<file path="config.mk">
export PLATFORM = sky130hd
export DESIGN_NAME = rv_mem_seq
export DESIGN_NICKNAME = d
export VERILOG_FILES = /design/src/rtl/rv_mem_seq_pkg.sv /design/src/rtl/rv_mem_seq.sv
export SDC_FILE = /design/constraint.sdc
export NUM_CORES = 1
export LEC_CHECK = 0
export CORE_AREA = 2 2 114 116
export CTS_CLUSTER_SIZE = 14
export DETAILED_ROUTE_END_ITERATION = 8
export DIE_AREA = 0 0 116 118
export MAX_ROUTING_LAYER = met4
export PLACE_DENSITY = 0.83
export SYNTH_ARGS = -nofsm -noshare
export SYNTH_HDL_FRONTEND = slang
export SYNTH_SLANG_ARGS = --single-unit
</file>
<file path="constraint.sdc">
create_clock -name clock -period 3.12 [get_ports clock]
set_clock_uncertainty 0.15 [all_clocks]
set_input_delay 0.624 -clock clock [delete_from_list [all_inputs] [get_ports clock]]
set_output_delay 0.624 -clock clock [all_outputs]
set_load 0.01 [all_outputs]
</file>
<file path="src/rtl/rv_mem_seq_pkg.sv">
// Shared types and constants for the single-port multi-cycle memory sequencer.
package rv_mem_seq_pkg;

    localparam int DATA_W    = 32;
    localparam int ADDR_W    = 30;
    localparam int INSTRET_W = 64;

    localparam logic [ADDR_W-1:0] RESET_PC = 30'h0;

    typedef enum logic [2:0] {
        FETCH,
        EXEC,
        DATA_RD,
        LD_COMMIT,
        DATA_WR,
        HALTED
    } state_t;

endpackage

</file>
<file path="src/rtl/rv_mem_seq.sv">
// Multi-cycle sequencer sharing one memory port between instruction fetch and data access.
// Define RV_MEM_SEQ_INSTRET_EN to add the 64-bit retired-instruction counter output.
module rv_mem_seq
    import rv_mem_seq_pkg::*;
(
    input  logic                 clock,
    input  logic                 reset,
    output logic [ADDR_W-1:0]    core_pc,
    output logic [DATA_W-1:0]    core_inst,
    output logic [DATA_W-1:0]    core_ram_load_value,
    input  logic                 core_halt,
    input  logic                 core_ram_load,
    input  logic                 core_ram_store,
    input  logic [ADDR_W-1:0]    core_ram_address,
    input  logic [DATA_W-1:0]    core_ram_store_value,
    input  logic [ADDR_W-1:0]    core_pcnext,
    output logic                 core_commit,
    output logic                 mem_req,
    output logic                 mem_we,
    output logic [ADDR_W-1:0]    mem_addr,
    output logic [DATA_W-1:0]    mem_wdata,
    input  logic                 mem_ready,
    input  logic [DATA_W-1:0]    mem_rdata,
    output logic                 halted
`ifdef RV_MEM_SEQ_INSTRET_EN
    ,
    output logic [INSTRET_W-1:0] instret
`endif
);

    state_t              state, state_n;
    logic [ADDR_W-1:0]   pc, pc_n;
    logic [DATA_W-1:0]   ir, ir_n;
    logic [DATA_W-1:0]   dr, dr_n;
    // Cleared by reset so the first cycle out of reset issues no request
    // and a late mem_ready from an abandoned access cannot be taken.
    logic                active;

    always_ff @(posedge clock) begin
        if (!reset) begin
            state  <= FETCH;
            pc     <= RESET_PC;
            ir     <= '0;
            dr     <= '0;
            active <= 1'b0;
        end else begin
            state  <= state_n;
            pc     <= pc_n;
            ir     <= ir_n;
            dr     <= dr_n;
            active <= 1'b1;
        end
    end

    always_comb begin
        state_n     = state;
        pc_n        = pc;
        ir_n        = ir;
        dr_n        = dr;
        mem_req     = 1'b0;
        mem_we      = 1'b0;
        mem_addr    = pc;
        mem_wdata   = '0;
        core_commit = 1'b0;
        case (state)
            FETCH: begin
                if (active) begin
                    mem_req = 1'b1;
                    if (mem_ready) begin
                        ir_n    = mem_rdata;
                        state_n = EXEC;
                    end
                end
            end
            EXEC: begin
                if (core_halt) begin
                    state_n = HALTED;
                end else if (core_ram_load || core_ram_store) begin
                    state_n = DATA_RD;
                end else begin
                    core_commit = 1'b1;
                    pc_n        = core_pcnext;
                    state_n     = FETCH;
                end
            end
            DATA_RD: begin
                mem_req  = 1'b1;
                mem_addr = core_ram_address;
                if (mem_ready) begin
                    dr_n    = mem_rdata;
                    state_n = core_ram_load ? LD_COMMIT : DATA_WR;
                end
            end
            // Extra cycle so the core sees the freshly loaded DR when it commits.
            LD_COMMIT: begin
                core_commit = 1'b1;
                pc_n        = core_pcnext;
                state_n     = FETCH;
            end
            DATA_WR: begin
                mem_req   = 1'b1;
                mem_we    = 1'b1;
                mem_addr  = core_ram_address;
                mem_wdata = core_ram_store_value;
                if (mem_ready) begin
                    core_commit = 1'b1;
                    pc_n        = core_pcnext;
                    state_n     = FETCH;
                end
            end
            HALTED: begin
                state_n = HALTED;
            end
            default: begin
                state_n = FETCH;
            end
        endcase
    end

    assign core_pc             = pc;
    assign core_inst           = ir;
    assign core_ram_load_value = dr;
    assign halted              = (state == HALTED);

`ifdef RV_MEM_SEQ_INSTRET_EN
    always_ff @(posedge clock) begin
        if (!reset) begin
            instret <= '0;
        end else if (core_commit) begin
            instret <= instret + 64'd1;
        end
    end
`endif

endmodule

</file>
# Word level (Yosys, flattened, before mapping)
# Index checks and enable logic that the tools add are counted.
[word_totals] regBits=98 input_bits=130 out_inout_bits=160 wordCells=46
[classes] eq_ne=11 mux=22 n_reduce_logical=8
[ops] cell="$mux W30" n=4
[ops] cell="$pmux W30 S3" n=1
[ops] cell="$mux W32" n=1
[ops] cell="$mux W3" n=6
[ops] cell="$pmux W3 S5" n=1
[ops] cell="$ne A2 B2 Y1 const B" n=6
[ops] cell="$reduce_and A4 Y1" n=2
[ops] cell="$eq A3 B2 Y1 const B" n=2
[ops] cell="$eq A3 B3 Y1 const B" n=2
[ops] cell="$mux W1" n=6
[ops] cell="$eq A3 B1 Y1 const B" n=1
[ops] cell="$logic_not A3 Y1" n=1
[ops] cell="$pmux W1 S3" n=1
[ops] cell="$reduce_and A3 Y1" n=1
[ops] cell="$reduce_bool A3 Y1" n=1
[ops] cell="$mux W2" n=1
[ops] cell="$pmux W1 S2" n=1
[ops] cell="$reduce_and A2 Y1" n=1
[ops] cell="$reduce_or A2 Y1" n=1
[ops] cell="$logic_or A1 B1 Y1" n=1

# Depth between registers and ports, before layout
# Gate-level depths: netlist (run 1).
[logic_depth] depth_word=4 ltp_mapped=7 mapped_depth_nobuf=4

# Worst setup path after synthesis (run 1)
# No wires, ideal clock.
[synth_timing] kind="input to output" start="input core_ram_load" end="output core_commit" arrival_time_ns=1.340 required_time_ns=2.346 setup_slack_ns=1.006 cell_stages=5 path_buffers=1 path_cell_list="nor3_1 o21ai_0 a21boi_4 buf_12 inv_1"
[synth_between] elab_chain_cells=4
[synth_lines] item="start, declared" line="rv_mem_seq.sv:12" text="input logic core_ram_load,"
[synth_lines] item="$logic_or A1 B1 Y1" line="rv_mem_seq.sv:78" text="end else if (core_ram_load || core_ram_store) begin"
[synth_lines] item="$mux W1" line="rv_mem_seq.sv:78"
[synth_lines] item="$mux W1" line="rv_mem_seq.sv:76" text="if (core_halt) begin"
[synth_lines] item="$pmux W1 S3" line="rv_mem_seq.sv:65" text="case (state)"
[synth_lines] item="end, declared" line="rv_mem_seq.sv:17" text="output logic core_commit,"
# No other way between the ends.

# Worst setup path in the final report (run 1)
[layout_timing] start="register state[1]" end="output mem_addr[29]"
[layout_between] elab_chain_cells=3 elab_cells_between_ends=4 cone_classes="eq/ne (2); mux (1); reduce/logical (1)"
[layout_lines] item="start, declared" line="rv_mem_seq.sv:31" text="state_t state, state_n;"
[layout_lines] item="start signal, assigned" line="rv_mem_seq.sv:47" text="state <= state_n;"
[layout_lines] item="$eq A3 B3 Y1 or $eq A3 B2 Y1 (tied branches)" line="rv_mem_seq.sv:65"
[layout_lines] item="$reduce_or A2 Y1 (no source line) *"
[layout_lines] item="$mux W30 *" line="rv_mem_seq.sv:65"
[layout_lines] item="end, declared" line="rv_mem_seq.sv:20" text="output logic [ADDR_W-1:0] mem_addr,"
# Every way passes the cells marked *; elsewhere a longest branch is shown, timed or not.

==> flow_summary_export.csv, run 1 <==
group,metric,value,unit
sta,period_share,0.959,
sta,whs,0.304,ns
detailed_routing,vias_per_cell,4.76,
cts,cts.clk_slew.worst_paths,0.07,ns
yosys,seq_area_frac_synth,0.440,
power,ir_drop,0.000208,V
sta,worst_pin_slew,0.610,ns
placement,dp_slack,0.134,ns
placement,numPortBuffers,289,
detailed_routing,ant_nets,0,
sta,max_slew_margin,0.593,
sta,fin_ws,0.129,ns
cts,cts_tree,"yes",
power,p_per_area,380,nW/um2
sta,drv_slew,0,
setup_path,cp_slowest_cell,"dfxtp_1",
floorplan,chipWidth,116,um
grt,grt_pass1_wl,22600,um
sta,rsz0062_at_grt,"false",
flow_run,drv_cap,0,
setup_path,arrival,2.22,ns
power,power_leakage,3.10,nW
yosys,synth_seq_cells,98,
yosys,synth_cell_type_count,29,
cts,cts_buffer_depth,2,
finish,fin_nets,916,
finish,final_layout_size_suffix_gt1_frac,0.0796,
yosys,syn_area_per_cell,8.59,um2
floorplan,start_util,0.359,
yosys,yosys_warnings,0,
placement,dp_hpwl,11100,um
floorplan,coreArea,12400,um2
finish,syn_to_final_growth,72.6,%
setup_path,slowest_delay,0.50,ns
setup_path,crit_chain,"xnor2_1 > nor2_2 > buf_12 > mux2_2 > clkdlybuf4s50_1",
finish,fillers,1048,
floorplan,die_height,118,um
yosys,syn_inst,519,
cts,cts_buffers,9,
grt,overflow,0,
setup_path,rrSetupSlack,1.03,ns
setup_path,end_kind,"output pin",
setup_path,path_max_fanout,30,
cts,htree_num_levels,3,
placement,place_congestion,0.866,
sta,finalSetupViolations,0,
cts,clock_sinks,98,
grt,antenna_found_initial,0,
power,total_power,2.92,mW
cts,post_cts_resized,0,
sta,hold_violations,0,
cts,cts_setup_buffers,0,
grt,grt_max_degree,67,
floorplan,rows,41,
cts,cts_root_buffer,"clkbuf_16",
finish,diodes,0,
grt,first_global_vias,4656,
detailed_routing,routedWlPerCell,15.1,um
min_path,hp-class,"flip-flop to flip-flop",
floorplan,die_area,13700,um2
detailed_routing,drc,0,
sta,final.min_clock_period,2.99,ns
grt,grt_use_total,0.212,
setup_path,worstSetupPathType,"flip-flop to output pin",
detailed_routing,drt_wl_total,14500,um
floorplan,pin_count,290,
sta,tns,0,ns
detailed_routing,vias,4585,
status,status,"completed",
detailed_routing,drt-initial-drc-count,235,
detailed_routing,first_pass_iters,4,
cts,ctsHoldBuffers,0,
setup_path,cp.required,2.35,ns
yosys,syn_area,4460,um2
setup_path,critPathLaunchType,"flip-flop",
yosys,syn-num-nets,649,
cts,clk_latency,0.33,ns
sta,fmax,0.334,GHz
## stage by stage
stage	cell area, um2	cells	util
2_1_floorplan	4460	519	-
3_3_place_gp	7410	947	0.597
3_5_place_dp	7410	947	0.597
4_1_cts	7700	963	0.620
5_1_grt	7700	963	0.620
6_report	7700	963	0.620
## report_power, final
group | leakage (nW) | internal, mW | switching (mW)
clock network | 0.137 | 0.571 | 0.484
registers | 0.794 | 1.29 | 0.0279
logic | 2.17 | 0.335 | 0.214
## cell usage in the layout, fill, tap and decap left out, drive strengths merged
| cell | Yosys | final |
|---|---|---|
| a211oi | 1 | 1 |
| a21boi | 67 | 67 |
| a221oi | 1 | 1 |
| and2 | 3 | 3 |
| and3 | 33 | 33 |
| buf | 18 | 11 |
| clkbuf | 25 | 10 |
| clkdlybuf4s50 | 0 | 288 |
| clkinv | 0 | 2 |
| clkinvlp | 0 | 2 |
| dfxtp | 98 | 98 |
| inv | 3 | 5 |
| mux2 | 30 | 30 |
| mux2i | 30 | 30 |
| nand2 | 189 | 189 |
| nand3 | 2 | 2 |
| nor2 | 4 | 4 |
| nor2b | 3 | 3 |
| nor3 | 2 | 2 |
| nor3b | 1 | 1 |
| nor4 | 1 | 1 |
| o211ai | 1 | 1 |
| o21ai | 5 | 5 |
| or2 | 1 | 1 |
| xnor2 | 1 | 1 |
## logic make-up (layout without fill, tap and decap cells)
family,Yosys count,after routing,share of synthesized area
simple gates,239,239,0.228
flops,98,98,0.440
compound gates,75,75,0.126
mux,60,60,0.143
buf+inv,46,318,0.0603
xor+xnor,1,1,0.00196
## final cells by class
cell class | count | area, um2 | share of cell area
flip-flops and latches | 98 | 1960 | 0.255
well taps | 172 | 215 | 0.0280
clock inverters | 6 | 48.8 | 0.00634
clock buffers | 10 | 239 | 0.0310
repair buffers | 299 | 2990 | 0.388
multi-input cells | 375 | 2230 | 0.290
inverters | 3 | 11.3 | 0.00146
## critical path: cells and delay by family, from the launching register on
family        cells  cell delay [ns]
simple gates      1             0.14
buf+inv           2             0.71
xor+xnor          1             0.13
mux               1             0.38
flops             1             0.50
## synth_stat cells, drive strengths merged
cell type  count  area [um2]
mux2i         30         300
a221oi         1        8.76
a21boi        67         514
mux2          30         338
dfxtp         98        1960
nand3          2        10.0
and2           3        21.3
nor3           2        10.0
buf           18         164
nor3b          1        12.5
o211ai         1        7.51
nor2b          3        18.8
nor4           1        6.26
o21ai          5        25.0
clkbuf        25        93.8
or2            1        6.26
inv            3        11.3
and3          33         206
a211oi         1        7.51
nor2           4        17.5
xnor2          1        8.76
nand2        189         709
## worst paths after layout
path | start | endpoint | cells after the start
worst max-delay path | state[1]$_SDFFE_PN0P_ | mem_addr[29] | 5
worst min-delay path | core_ram_load_value[27]$_SDFFE_PN0P_ | core_ram_load_value[27]$_SDFFE_PN0P_ | 2
worst max register to register | state[0]$_SDFFE_PN0P_ | core_pc[12]$_SDFFE_PN0P_ | 6
worst min register to register | core_ram_load_value[27]$_SDFFE_PN0P_ | core_ram_load_value[27]$_SDFFE_PN0P_ | 2
## sequential cells by signal, indices dropped and copies added, names as in the netlist
signal and cells:
state 3, core_inst 32, core_ram_load_value 32, active 1, core_pc 30
## routing by layer
metal | wire length (um) | vias to the layer above | share of wire | global-route usage
li1 | - | 2242 | - | -
met1 | 5860 | 2147 | 0.40 | 0.237
met2 | 7680 | 168 | 0.53 | 0.375
met3 | 649 | 28 | 0.045 | 0.0309
met4 | 331 | 0 | 0.023 | 0.0811
met5 | 0 | - | 0 | -
(Power assumes the default switching activity.)
==> run 2: changes to the inputs <==
- CORE_AREA: 2 2 114 116 -> default
- CORE_UTILIZATION: default -> 37
- DIE_AREA: 0 0 116 118 -> default
- PLACE_DENSITY: 0.83 -> 0.85
- clock period: 3.12 -> 3 ns (I/O delays scaled with it)
==> flow_summary_export.csv, run 2 (same netlist as run 1, synthesis figures left out) <==
group,metric,value,unit
finish,final_common_cell,"clkdlybuf4s50_1",
finish,final_cells,935,
placement,numPortBuffers,289,
status,status,"complete, but fails checks",
detailed_routing,ant_nets,0,
setup_path,worstSetupPathType,"input pin to output pin",
setup_path,rr_startpoint,"state[0]$_SDFFE_PN0P_",
power,ir_drop,0.000212,V
setup_path,end_kind,"output pin",
cts,htree_num_levels,3,
finish,final_layout_size_suffix_gt1_frac,0.0821,
placement,dp_hpwl,11300,um
placement,dp_slack,0.0862,ns
grt,grt_pass1_wl,23300,um
sta,hold_violations,0,
placement,dpl_cell_area,7380,um2
detailed_routing,drt_wl_total,15000,um
sta,fmax,0.344,GHz
cts,clk_latency,0.33,ns
detailed_routing,drt-initial-drc-count,219,
sta,finalSetupViolations,0,
floorplan,start_util,0.386,
finish,final_core_util,0.665,
cts,ctsHoldBuffers,0,
sta,drv_slew,0,
grt,overflow,0,
setup_path,critPathLaunchType,"input pin",
finish,syn_to_final_growth,72.5,%
cts,cts_root_buffer,"clkbuf_16",
cts,clock_sinks,98,
grt,grt_max_degree,59,
setup_path,ff2ff_path_depth,6,
finish,ff_latch_area,1960,um2
detailed_routing,routedWlPerCell,16.0,um
floorplan,coreArea,11600,um2
sta,worst_pin_slew,0.528,ns
floorplan,pin_count,290,
sta,period_share,0.969,
sta,max_slew_margin,0.648,
detailed_routing,first_pass_iters,6,
sta,final.min_clock_period,2.91,ns
placement,place_inst,919,
sta,whs,0.304,ns
power,total_power,3.12,mW
power,p_per_area,405,nW/um2
grt,first_global_vias,4733,
cts,cts.clk_slew.worst_paths,0.07,ns
finish,fillers,881,
finish,diodes,0,
min_path,hp-class,"flip-flop to flip-flop",
finish,stdcell_area,7690,um2
finish,final_cell_mix,"288 x clkdlybuf4s50_1, 189 x nand2_1, 97 x dfxtp_1",
min_path,holdPathStages,2,
placement,place_congestion,0.839,
floorplan,die_height,112,um
sta,rsz0062_at_grt,"false",
floorplan,rows,39,
floorplan,chipWidth,112,um
flow_run,drv_cap,0,
cts,cts_buffers,9,
finish,fin_nets,917,
setup_path,arrival,2.16,ns
sta,fin_ws,0.0932,ns
detailed_routing,vias,4662,
status,violations,"design-rule violations",
detailed_routing,drc,15,
detailed_routing,vias_per_cell,4.99,
min_path,min_from,"core_ram_load_value[4]$_SDFFE_PN0P_",
sta,tns,0,ns
floorplan,die_area,12500,um2
setup_path,crit_start,"core_ram_load",
power,power_leakage,3.12,nW
finish,multiInputGateArea,2240,um2
cts,cts_tree,"yes",
setup_path,path_max_fanout,4,
cts,cts_buffer_depth,2,
grt,grt_use_total,0.243,
grt,antenna_found_initial,0,
setup_path,cp.required,2.25,ns
run 2: cell types whose count changed in the layout (fill, tap and decap cells not counted):
cell        change
buf_4           +1
bufinv_16       +1
clkbuf_1        +1
clkinvlp_4      -2
dfxtp_1         -1
dfxtp_2         +1
inv_6           +1
inv_8           -1
nor3_1          -1
nor3_2          +1
run 2: worst paths after layout:
kind,to,slack (ns)
max,core_commit,0.09
min,core_ram_load_value[4]$_SDFFE_PN0P_,0.30
max reg2reg,core_inst[0]$_SDFFE_PN0P_,0.88
min reg2reg,core_ram_load_value[4]$_SDFFE_PN0P_,0.30
run 2: metal layers:
metal	up-vias	wire, um	track usage
li1	2250	-	-
met1	2188	5680	0.254
met2	195	8060	0.441
met3	29	845	0.0446
met4	0	398	0.109
met5	-	0	-
run 2: critical path: stages:
cell             delay (ns)
clkdlybuf4s50_1        0.48
nor3_2                 0.22
o21ai_0                0.11
a21boi_4               0.16
inv_1                  0.07
clkdlybuf4s50_1        0.53
run 2: layout make-up:
| class | count | area share |
|---|---|---|
| clock buffer | 11 | 0.0316 |
| clock inverter | 5 | 0.00797 |
| inverter | 3 | 0.00146 |
| multi-input combinational | 375 | 0.291 |
| sequential | 98 | 0.255 |
| tap | 143 | 0.0233 |
| timing repair buffer | 300 | 0.390 |
run 2: where the power goes:
group / total, mW / switching (mW) / leakage (nW) / internal (mW)
clock network: 1.17 / 0.491 / 0.151 / 0.676
registers: 1.37 / 0.0306 / 0.794 / 1.34
logic: 0.577 / 0.226 / 2.17 / 0.351
run 2: repair_timing:
item / CTS / global route
buffers inserted: 0 / 0
endpoints found under the setup margin: 0 / 31
gates resized for setup: 0 / 2
